$ cat config.mk
export PLATFORM = sky130hd
export DESIGN_NAME = buffer_arbiter_flat
export DESIGN_NICKNAME = d
export VERILOG_FILES = /design/src/rtl/buffer_arbiter_pkg.sv /design/src/rtl/buffer_arbiter_if.sv /design/src/rtl/buffer_arbiter.sv /design/src/flat_wrapper.sv
export SDC_FILE = /design/constraint.sdc
export NUM_CORES = 1
export LEC_CHECK = 0
export ABC_AREA = 1
export BUFFER_PORTS_ARGS = -buffer_cell sky130_fd_sc_hd__clkbuf_2
export CORE_MARGIN = 4
export CORE_UTILIZATION = 35
export CTS_CLUSTER_SIZE = 8
export DETAILED_ROUTE_END_ITERATION = 16
export HOLD_SLACK_MARGIN = 0.03
export PLACE_DENSITY = 0.61
export RECOVER_POWER = 25
export SLEW_MARGIN = 20
export SYNTH_ARGS = -nofsm -noshare
export SYNTH_HDL_FRONTEND = slang
export SYNTH_SLANG_ARGS = --single-unit
$ cat constraint.sdc
create_clock -name clk -period 2.5 [get_ports clk]
set_input_delay 0.25 -clock clk [delete_from_list [all_inputs] [get_ports clk]]
set_output_delay 0.25 -clock clk [all_outputs]
set_load 0.02 [all_outputs]
$ cat src/rtl/buffer_arbiter_pkg.sv
// Shared types and sizing for the USB packet buffer arbiter.
// The state encoding is visible to software through the status register.
package usb_buffer_pkg;

    localparam int BUFFER_DEPTH = 64;
    localparam int OCC_WIDTH    = 7;

    localparam logic [OCC_WIDTH-1:0] OCC_EMPTY = {OCC_WIDTH{1'b0}};
    localparam logic [OCC_WIDTH-1:0] OCC_FULL  = OCC_WIDTH'(BUFFER_DEPTH);

    typedef enum logic [2:0] {
        ST_IDLE     = 3'd0,
        ST_TX_FILL  = 3'd1,
        ST_TX_READY = 3'd2,
        ST_TX_SEND  = 3'd3,
        ST_RX_FILL  = 3'd4,
        ST_RX_DRAIN = 3'd5
    } buf_state_e;

endpackage

$ cat src/rtl/buffer_arbiter_if.sv
// Request, strobe and status bundle between the AHB/USB engines and the buffer arbiter.
// The master side drives the requests and occupancy; the slave side is the arbiter.
interface buffer_arbiter_if;
    import usb_buffer_pkg::*;

    logic                 ahbTxReq;
    logic [OCC_WIDTH-1:0] txPacketDataSize;
    logic                 ahbStore;
    logic                 ahbGet;
    logic                 ahbClear;
    logic                 usbRxReq;
    logic                 usbRxDone;
    logic                 usbRxError;
    logic                 usbTxReq;
    logic                 usbStore;
    logic                 usbGet;
    logic [OCC_WIDTH-1:0] bufferOccupancy;
    logic                 bufferStore;
    logic                 bufferGet;
    logic                 bufferClear;
    logic                 storeFromUsb;
    logic                 bufferReserved;
    logic                 rxDataReady;
    logic                 txDone;
    logic                 txNak;
    logic                 rxNak;
    logic                 ahbError;
    logic [2:0]           state;

    modport master (
        output ahbTxReq, txPacketDataSize, ahbStore, ahbGet, ahbClear,
        output usbRxReq, usbRxDone, usbRxError, usbTxReq, usbStore, usbGet,
        output bufferOccupancy,
        input  bufferStore, bufferGet, bufferClear, storeFromUsb, bufferReserved,
        input  rxDataReady, txDone, txNak, rxNak, ahbError, state
    );

    modport slave (
        input  ahbTxReq, txPacketDataSize, ahbStore, ahbGet, ahbClear,
        input  usbRxReq, usbRxDone, usbRxError, usbTxReq, usbStore, usbGet,
        input  bufferOccupancy,
        output bufferStore, bufferGet, bufferClear, storeFromUsb, bufferReserved,
        output rxDataReady, txDone, txNak, rxNak, ahbError, state
    );

endinterface

$ cat src/rtl/buffer_arbiter.sv
// Ownership sequencer for the shared 64-byte packet buffer: one owner at a time,
// gated FIFO strobes, flush handling and registered NAK/done/error events.
module buffer_arbiter
    import usb_buffer_pkg::*;
(
    input  logic           clk,
    input  logic           rst,
    buffer_arbiter_if.slave bus
);

    buf_state_e           state_r, state_nxt_s;
    logic [OCC_WIDTH-1:0] size_r, size_nxt_s;
    logic                 store_s, get_s, clear_s;
    logic                 tx_done_s, tx_nak_s, contention_s;
    logic                 rx_nak_s, ahb_error_s;
    logic                 tx_done_r, tx_nak_r, rx_nak_r, ahb_error_r;
    logic                 occ_empty_s, occ_full_s, occ_at_size_s, tx_room_s;

    // Occupancy is the FIFO's post-update count, so exits happen the cycle after the last strobe.
    assign occ_empty_s   = (bus.bufferOccupancy == OCC_EMPTY);
    assign occ_full_s    = (bus.bufferOccupancy >= OCC_FULL);
    assign occ_at_size_s = (bus.bufferOccupancy == size_r);
    assign tx_room_s     = ~occ_at_size_s & ~occ_full_s;

    assign rx_nak_s    = bus.usbRxReq & ((state_r == ST_TX_FILL) | (state_r == ST_TX_READY) |
                                         (state_r == ST_TX_SEND) | (state_r == ST_RX_DRAIN));
    assign ahb_error_s = contention_s
                       | (bus.ahbStore & ~((state_r == ST_TX_FILL) & tx_room_s))
                       | (bus.ahbGet & (state_r != ST_RX_DRAIN));

    // Next-state, size latch and same-cycle strobe gating.
    always_comb begin
        state_nxt_s  = state_r;
        size_nxt_s   = size_r;
        store_s      = 1'b0;
        get_s        = 1'b0;
        clear_s      = 1'b0;
        tx_done_s    = 1'b0;
        tx_nak_s     = 1'b0;
        contention_s = 1'b0;
        case (state_r)
            ST_IDLE: begin
                if (bus.ahbClear) begin
                    clear_s    = 1'b1;
                    size_nxt_s = OCC_EMPTY;
                end else if (bus.usbRxReq) begin
                    state_nxt_s  = ST_RX_FILL;
                    contention_s = bus.ahbTxReq;
                end else if (bus.ahbTxReq) begin
                    size_nxt_s  = bus.txPacketDataSize;
                    state_nxt_s = (bus.txPacketDataSize == OCC_EMPTY) ? ST_TX_READY : ST_TX_FILL;
                end else begin
                    tx_nak_s = bus.usbTxReq;
                end
            end
            ST_TX_FILL: begin
                store_s = bus.ahbStore & tx_room_s;
                if (bus.ahbClear) begin
                    clear_s     = 1'b1;
                    size_nxt_s  = OCC_EMPTY;
                    state_nxt_s = ST_IDLE;
                end else if (occ_at_size_s) begin
                    state_nxt_s = ST_TX_READY;
                end else begin
                    state_nxt_s = ST_TX_FILL;
                end
            end
            ST_TX_READY: begin
                if (bus.ahbClear) begin
                    clear_s     = 1'b1;
                    size_nxt_s  = OCC_EMPTY;
                    state_nxt_s = ST_IDLE;
                end else if (bus.usbTxReq) begin
                    state_nxt_s = ST_TX_SEND;
                end else begin
                    state_nxt_s = ST_TX_READY;
                end
            end
            ST_TX_SEND: begin
                get_s = bus.usbGet & ~occ_empty_s;
                if (occ_empty_s) begin
                    state_nxt_s = ST_IDLE;
                    tx_done_s   = 1'b1;
                end else begin
                    state_nxt_s = ST_TX_SEND;
                end
            end
            ST_RX_FILL: begin
                store_s = bus.usbStore & ~occ_full_s;
                if (bus.usbRxError) begin
                    clear_s     = 1'b1;
                    state_nxt_s = ST_IDLE;
                end else if (bus.usbRxDone) begin
                    state_nxt_s = ST_RX_DRAIN;
                end else begin
                    state_nxt_s = ST_RX_FILL;
                end
            end
            ST_RX_DRAIN: begin
                get_s = bus.ahbGet & ~occ_empty_s;
                if (bus.ahbClear) begin
                    clear_s     = 1'b1;
                    size_nxt_s  = OCC_EMPTY;
                    state_nxt_s = ST_IDLE;
                end else if (occ_empty_s) begin
                    state_nxt_s = ST_IDLE;
                end else begin
                    state_nxt_s = ST_RX_DRAIN;
                end
            end
            default: begin
                state_nxt_s = ST_IDLE;
            end
        endcase
    end

    // State, size latch and one-cycle event pulses.
    always_ff @(posedge clk) begin
        if (rst) begin
            state_r     <= ST_IDLE;
            size_r      <= OCC_EMPTY;
            tx_done_r   <= 1'b0;
            tx_nak_r    <= 1'b0;
            rx_nak_r    <= 1'b0;
            ahb_error_r <= 1'b0;
        end else begin
            state_r     <= state_nxt_s;
            size_r      <= size_nxt_s;
            tx_done_r   <= tx_done_s;
            tx_nak_r    <= tx_nak_s;
            rx_nak_r    <= rx_nak_s;
            ahb_error_r <= ahb_error_s;
        end
    end

    // FIFO controls are suppressed during reset so an abandoned packet never pulses the FIFO.
    assign bus.bufferStore    = store_s & ~rst;
    assign bus.bufferGet      = get_s & ~rst;
    assign bus.bufferClear    = clear_s & ~rst;
    assign bus.storeFromUsb   = (state_r == ST_RX_FILL);
    assign bus.bufferReserved = (state_r != ST_IDLE);
    assign bus.rxDataReady    = (state_r == ST_RX_DRAIN);
    assign bus.state          = state_r;
    assign bus.txDone         = tx_done_r;
    assign bus.txNak          = tx_nak_r;
    assign bus.rxNak          = rx_nak_r;
    assign bus.ahbError       = ahb_error_r;

endmodule
$ cat src/flat_wrapper.sv
// flat-port wrapper written by rule: the top's interface ports become plain ports
module buffer_arbiter_flat import usb_buffer_pkg::*;
  (clk, rst, bus_ahbTxReq, bus_txPacketDataSize, bus_ahbStore, bus_ahbGet, bus_ahbClear, bus_usbRxReq, bus_usbRxDone, bus_usbRxError, bus_usbTxReq, bus_usbStore, bus_usbGet, bus_bufferOccupancy, bus_bufferStore, bus_bufferGet, bus_bufferClear, bus_storeFromUsb, bus_bufferReserved, bus_rxDataReady, bus_txDone, bus_txNak, bus_rxNak, bus_ahbError, bus_state);
  buffer_arbiter_if bus_i ();
  input  logic clk;
  input  logic rst;
  input wire logic [$bits(bus_i.ahbTxReq)-1:0] bus_ahbTxReq;
  input wire logic [$bits(bus_i.txPacketDataSize)-1:0] bus_txPacketDataSize;
  input wire logic [$bits(bus_i.ahbStore)-1:0] bus_ahbStore;
  input wire logic [$bits(bus_i.ahbGet)-1:0] bus_ahbGet;
  input wire logic [$bits(bus_i.ahbClear)-1:0] bus_ahbClear;
  input wire logic [$bits(bus_i.usbRxReq)-1:0] bus_usbRxReq;
  input wire logic [$bits(bus_i.usbRxDone)-1:0] bus_usbRxDone;
  input wire logic [$bits(bus_i.usbRxError)-1:0] bus_usbRxError;
  input wire logic [$bits(bus_i.usbTxReq)-1:0] bus_usbTxReq;
  input wire logic [$bits(bus_i.usbStore)-1:0] bus_usbStore;
  input wire logic [$bits(bus_i.usbGet)-1:0] bus_usbGet;
  input wire logic [$bits(bus_i.bufferOccupancy)-1:0] bus_bufferOccupancy;
  output wire logic [$bits(bus_i.bufferStore)-1:0] bus_bufferStore;
  output wire logic [$bits(bus_i.bufferGet)-1:0] bus_bufferGet;
  output wire logic [$bits(bus_i.bufferClear)-1:0] bus_bufferClear;
  output wire logic [$bits(bus_i.storeFromUsb)-1:0] bus_storeFromUsb;
  output wire logic [$bits(bus_i.bufferReserved)-1:0] bus_bufferReserved;
  output wire logic [$bits(bus_i.rxDataReady)-1:0] bus_rxDataReady;
  output wire logic [$bits(bus_i.txDone)-1:0] bus_txDone;
  output wire logic [$bits(bus_i.txNak)-1:0] bus_txNak;
  output wire logic [$bits(bus_i.rxNak)-1:0] bus_rxNak;
  output wire logic [$bits(bus_i.ahbError)-1:0] bus_ahbError;
  output wire logic [$bits(bus_i.state)-1:0] bus_state;
  assign bus_i.ahbTxReq = bus_ahbTxReq;
  assign bus_i.txPacketDataSize = bus_txPacketDataSize;
  assign bus_i.ahbStore = bus_ahbStore;
  assign bus_i.ahbGet = bus_ahbGet;
  assign bus_i.ahbClear = bus_ahbClear;
  assign bus_i.usbRxReq = bus_usbRxReq;
  assign bus_i.usbRxDone = bus_usbRxDone;
  assign bus_i.usbRxError = bus_usbRxError;
  assign bus_i.usbTxReq = bus_usbTxReq;
  assign bus_i.usbStore = bus_usbStore;
  assign bus_i.usbGet = bus_usbGet;
  assign bus_i.bufferOccupancy = bus_bufferOccupancy;
  assign bus_bufferStore = bus_i.bufferStore;
  assign bus_bufferGet = bus_i.bufferGet;
  assign bus_bufferClear = bus_i.bufferClear;
  assign bus_storeFromUsb = bus_i.storeFromUsb;
  assign bus_bufferReserved = bus_i.bufferReserved;
  assign bus_rxDataReady = bus_i.rxDataReady;
  assign bus_txDone = bus_i.txDone;
  assign bus_txNak = bus_i.txNak;
  assign bus_rxNak = bus_i.rxNak;
  assign bus_ahbError = bus_i.ahbError;
  assign bus_state = bus_i.state;
  buffer_arbiter u_core (.clk(clk), .rst(rst), .bus(bus_i));
endmodule
Yosys cells after proc, flatten, opt, wreduce, memory -nomap -nowiden. Index checks and enable logic that the tools add are counted.

Output and inout port bits: 13. Bits of input ports: 26. Register bits after elaboration: 14.

Reductions and logical operators: 11. $lt $le $gt $ge: 1. Multiplexer cells: 28. Equal/unequal tests: 12. Bitwise operators: 24.

Operator list (number): 2-to-1 mux 7 bit (4); 2-to-1 mux 3 bit (8); case mux 3 bit (6 select lines) (1); logical NOT 7 bit (2); case mux 7 bit (2 select lines) (1); bitwise AND 1 bit (12); != test 3 bit (second input constant) (4); 2-to-1 mux 1 bit (8); == test 7 bit (1); greater-or-equal comparator 7 bit (second input constant) (1); inverter 1 bit (7); == test 3 x 2 -> 1 bit (second input constant) (2); == test 3 bit (second input constant) (2); 2-to-1 mux 2 bit (3); case mux 1 bit (2 select lines) (3); OR 1 bit (5); OR reduction 5 bit (1); AND reduction 4 bit (1); OR reduction 4 bit (1); == test 3 x 1 -> 1 bit (second input constant) (1); logical NOT 3 bit (1); nonzero test 3 bit (1); OR reduction 3 bit (1); != test 2 x 1 -> 1 bit (second input constant) (1); 4 further kinds (4).

Longest topological paths before layout.
Depth in word-level cells: 8. Depth in mapped cells: 10. Gate-level depth less buffers: 9.

Worst setup path before layout. Ideal clock, no wire load.

Kind: register to output. Start point: register u_core.state_r[0] (netlist: u_core.bus.state[0]). End point: output bus_bufferGet. Setup slack: 0.711 ns. Required time: 2.250 ns. Cell stages (with the launch flop): 7. Data arrival time: 1.539 ns. Path buffers: 0. Path through: dfxtp_1 -> inv_2 -> nor2_4 -> inv_4 -> nor2_4 -> inv_1 -> a211oi_1.

Longest elaborated chain between the ends: 3.

Ends and longest elaborated chain: start, declared (RTL line buffer_arbiter.sv:11) `buf_state_e state_r, state_nxt_s;`; start signal, assigned (RTL line buffer_arbiter.sv:127) `state_r <= state_nxt_s;`; == test 3 bit; via bus_rxDataReady (RTL line flat_wrapper.sv:24) `output wire logic [$bits(bus_i.rxDataReady)-1:0] bus_rxDataReady;`; case mux 1 bit (2 select lines) (RTL line buffer_arbiter.sv:41) `case (state_r)`; bitwise AND 1 bit (RTL line buffer_arbiter.sv:138) `assign bus.bufferGet = get_s & ~rst;`; end, declared (RTL line flat_wrapper.sv:20) `output wire logic [$bits(bus_i.bufferGet)-1:0] bus_bufferGet;`.

The timed path passes the listed nets, and every way through them passes these cells.

Worst setup path after layout.
Start point: register u_core.state_r[0] (netlist: u_core.bus.state[0]). End point: output bus_bufferStore.

Longest elaborated chain between the ends: 3.

Ends and longest elaborated chain: == test 3 bit or == test 3 x 1 -> 1 bit (tied branches) (RTL line buffer_arbiter.sv:41); case mux 1 bit (2 select lines) * (RTL line buffer_arbiter.sv:41); bitwise AND 1 bit * (RTL line buffer_arbiter.sv:137) `assign bus.bufferStore = store_s & ~rst;`; end, declared (RTL line flat_wrapper.sv:19) `output wire logic [$bits(bus_i.bufferStore)-1:0] bus_bufferStore;`.

Every way passes the cells marked *; elsewhere a longest branch is shown, timed or not.

==> flow_summary.toml <==
[global_route]
grt_first_pass_wirelength_um = 4220
overflow = 0
track_usage_pct = 15.4
grt_pass1_vias = 929
grt_max_degree = 15
antenna_found_initial = 0

[synthesis]
yosysWarningCount = 0
yosysSeqAreaShare_pct = 28.5
synthesis.area_um2 = 983
synth.distinct_cells = 27
yosysTopAreaCell = "dfxtp_1"
syn_avg_cell_area_um2 = 6.43
synth-seq-cells = 14
synth_top_cell_area_share_pct = 28.5
netlist_instances = 153
synth_nets = 179
synth.area.top_cells = "dfxtp_1, nand2_1, nor2_1"

[min_path]
whs_path_depth = 3
hp-class = "input pin to register"
holdPathEnd = "u_core.size_r[2]"
min_from = "bus_txPacketDataSize[2]"

[critical_path]
reg2reg_from = "u_core.bus.state[2]"
cp.required_ns = 2.25
path_buf_inv = 3
reg2reg_depth = 8
endpoint_kind = "output pin"
worstPathArrival_ns = 1.70
critPathMaxStageDelay_ns = 0.40
path_max_fanout = 5
timing.rr.end = "u_core.bus.state[0]"
cp_top_family = "simple AND/OR/NAND/NOR gates"
cp-start-kind = "register"
crit_slowest_cell = "dfxtp_1"
cp_cell_sequence = "inv_1 > nor2_4 > inv_4 > nor2_1 > nand4_1 > a21oi_1 > clkbuf_2"
path_class = "register to output pin"
rrSetupSlack_ns = 1.00

[cells_and_area]
fin_area_um2 = 1210
drive_gt1_share_pct = 31.8
n_antenna_cell = 0
syn2layout_area_growth_pct = 23.5
nFillCells = 292
final_nets = 219

[placed_design]
dp_slack_ns = 0.935
place_area_um2 = 1180
portBuffers = 38
gp_congestion = 0.888
place_hpwl_um = 2200

[die]
rows = 18
die_w_um = 61.0
ioPinCount = 39
coreArea_um2 = 2570
floorplan.initialDensity_pct = 38.3
die_area_um2 = 3720
die_h_um = 61.0

[power]
powerDensity_nw_per_um2 = 518
leakage_nw = 0.600
peakVddDrop_uv = 445
switching_share_pct = 35.4
seqPwrFrac_pct = 40.6
p_clk_share_pct = 27.1
p_int_mw = 0.406
p_comb_share_pct = 32.3
total_power_mw = 0.629
switching_power_mw = 0.223

[detailed_routing]
first_pass_iters = 4
routed_wl_um = 2650
wl_per_cell_um = 12.0
drc = 0
first_iter_violations = 35
drt-vias-per-instance = 4.99
ant_nets = 0
vias = 1108

[clock_tree]
cts-root-buf = "clkbuf_4"
postCtsResizedCells = 0
ctsHtreeMaxLevel = 1
cts_setup_buffers = 0
cts_sinks = 14
cts_tree = "built"
clk_pin_slew_ns = 0.10
clockBufferDepth = 2
hold_buffers = 0
cts_buffers = 3
clk_latency_ns = 0.29

[timing]
fin_ws_ns = 0.555
slew_headroom_pct = 74.4
finalHoldViolCount = 0
fmax_mhz = 514
setup_tns_ns = 0
tightest_slew_ns = 0.383
rsz0062_at_grt = "no"
final-setup-viol-count = 0
period_share_pct = 77.8
clock_skew_ns = 0.0102
maxSlewViolCount = 0
fin_crit_ns = 1.95

[status]
status = "finished clean"

[flow_run]
max_cap_viol_count = 0
## power by group through the flow
stage / registers (mW) / logic, mW / clock network [mW]
after global placement: 0.261 / 0.201 / 0
after CTS: 0.256 / 0.205 / 0.175
after global routing: 0.258 / 0.228 / 0.189
final: 0.256 / 0.203 / 0.170
after floorplan: 0.264 / 0.147 / 0
after detailed placement: 0.261 / 0.204 / 0
## placed cells by master (no fill, tap or decap), types with 3 or more instances in the layout
| cell type | synthesis | layout |
|---|---|---|
| nand2_1 | 33 | 33 |
| clkbuf_2 | 0 | 33 |
| nor2_1 | 24 | 24 |
| inv_1 | 17 | 18 |
| dfxtp_1 | 14 | 14 |
| a21oi_1 | 11 | 11 |
| nand3_1 | 9 | 9 |
| nand2_2 | 7 | 7 |
| inv_2 | 7 | 6 |
| clkbuf_1 | 1 | 5 |
| nand4_1 | 4 | 4 |
| xnor2_1 | 3 | 3 |
| clkbuf_4 | 0 | 3 |
## synth_stat cells, drive strengths merged
library cell / number
o22ai: 1
nand2: 40
xnor2: 3
nor4: 1
xor2: 1
dfxtp: 14
o21ai: 1
o211ai: 1
a32oi: 1
nor3: 4
nand4: 4
o2111ai: 1
nand3: 10
clkbuf: 1
a21oi: 13
a211oi: 2
buf: 2
nor2: 28
inv: 25
## routing by layer
| layer | part of all wire, % | track usage [%] |
|---|---|---|
| met1 | 46 | 20.7 |
| met2 | 45 | 24.4 |
| met3 | 8.6 | 4.47 |
| met4 | 0.72 | 3.72 |
| met5 | 0 | 0 |
## flip-flops by register name, indices dropped and copies added, names as in the netlist
name / cells
u_core.bus.rxNak: 1
u_core.bus.txDone: 1
u_core.bus.ahbError: 1
u_core.bus.txNak: 1
u_core.size_r: 7
u_core.bus.state: 3
## stage by stage
step	std cells	hold slack, ns	utilization (%)
3_5_place_dp	218	0.508	46.2
3_3_place_gp	218	0.499	46.2
4_1_cts	222	0.199	47.6
5_1_grt	222	0.208	47.3
6_report	222	0.202	47.3
2_1_floorplan	153	0.389	-
## how the worst max path moves through the flow
stage / start / end / slack [ns] / cells after the start
2_1_floorplan: u_core.bus.state[0] / bus_bufferGet / 0.71 / 6
3_3_place_gp: u_core.bus.state[1] / bus_bufferStore / 1.00 / 6
3_5_place_dp: u_core.bus.state[1] / bus_bufferStore / 0.94 / 6
4_1_cts: u_core.bus.state[1] / bus_bufferStore / 0.59 / 6
5_1_grt: u_core.bus.state[0] / bus_bufferStore / 0.37 / 7
6_report: u_core.bus.state[0] / bus_bufferStore / 0.55 / 7
## area by class of cell
type	count	area, um2	area share [%]
clock buffer	4	36.3	2.99
inverter	25	96.3	7.93
multi-input combinational	111	581	47.8
sequential	14	280	23.1
tap	30	37.5	3.09
timing repair buffer	38	184	15.1
## kinds of logic after synthesis
group / Yosys count / share of synthesized area, %
xor gates and xnor gates: 4 / 3.56
AOI/OAI and AO/OA: 20 / 13.1
and+or+nand+nor: 87 / 42.4
buffers and inverters: 28 / 12.5
DFF: 14 / 28.5
## worst reg2reg max path: cells and delay by family, from the launching register on
family	cells	cell delay, ns
flip-flops	1	0.37
buffers and inverters	2	0.12
AND/OR/NAND/NOR	4	0.68
AO/OA/AOI/OAI	2	0.20
Power figures use the tool's default switching activity.
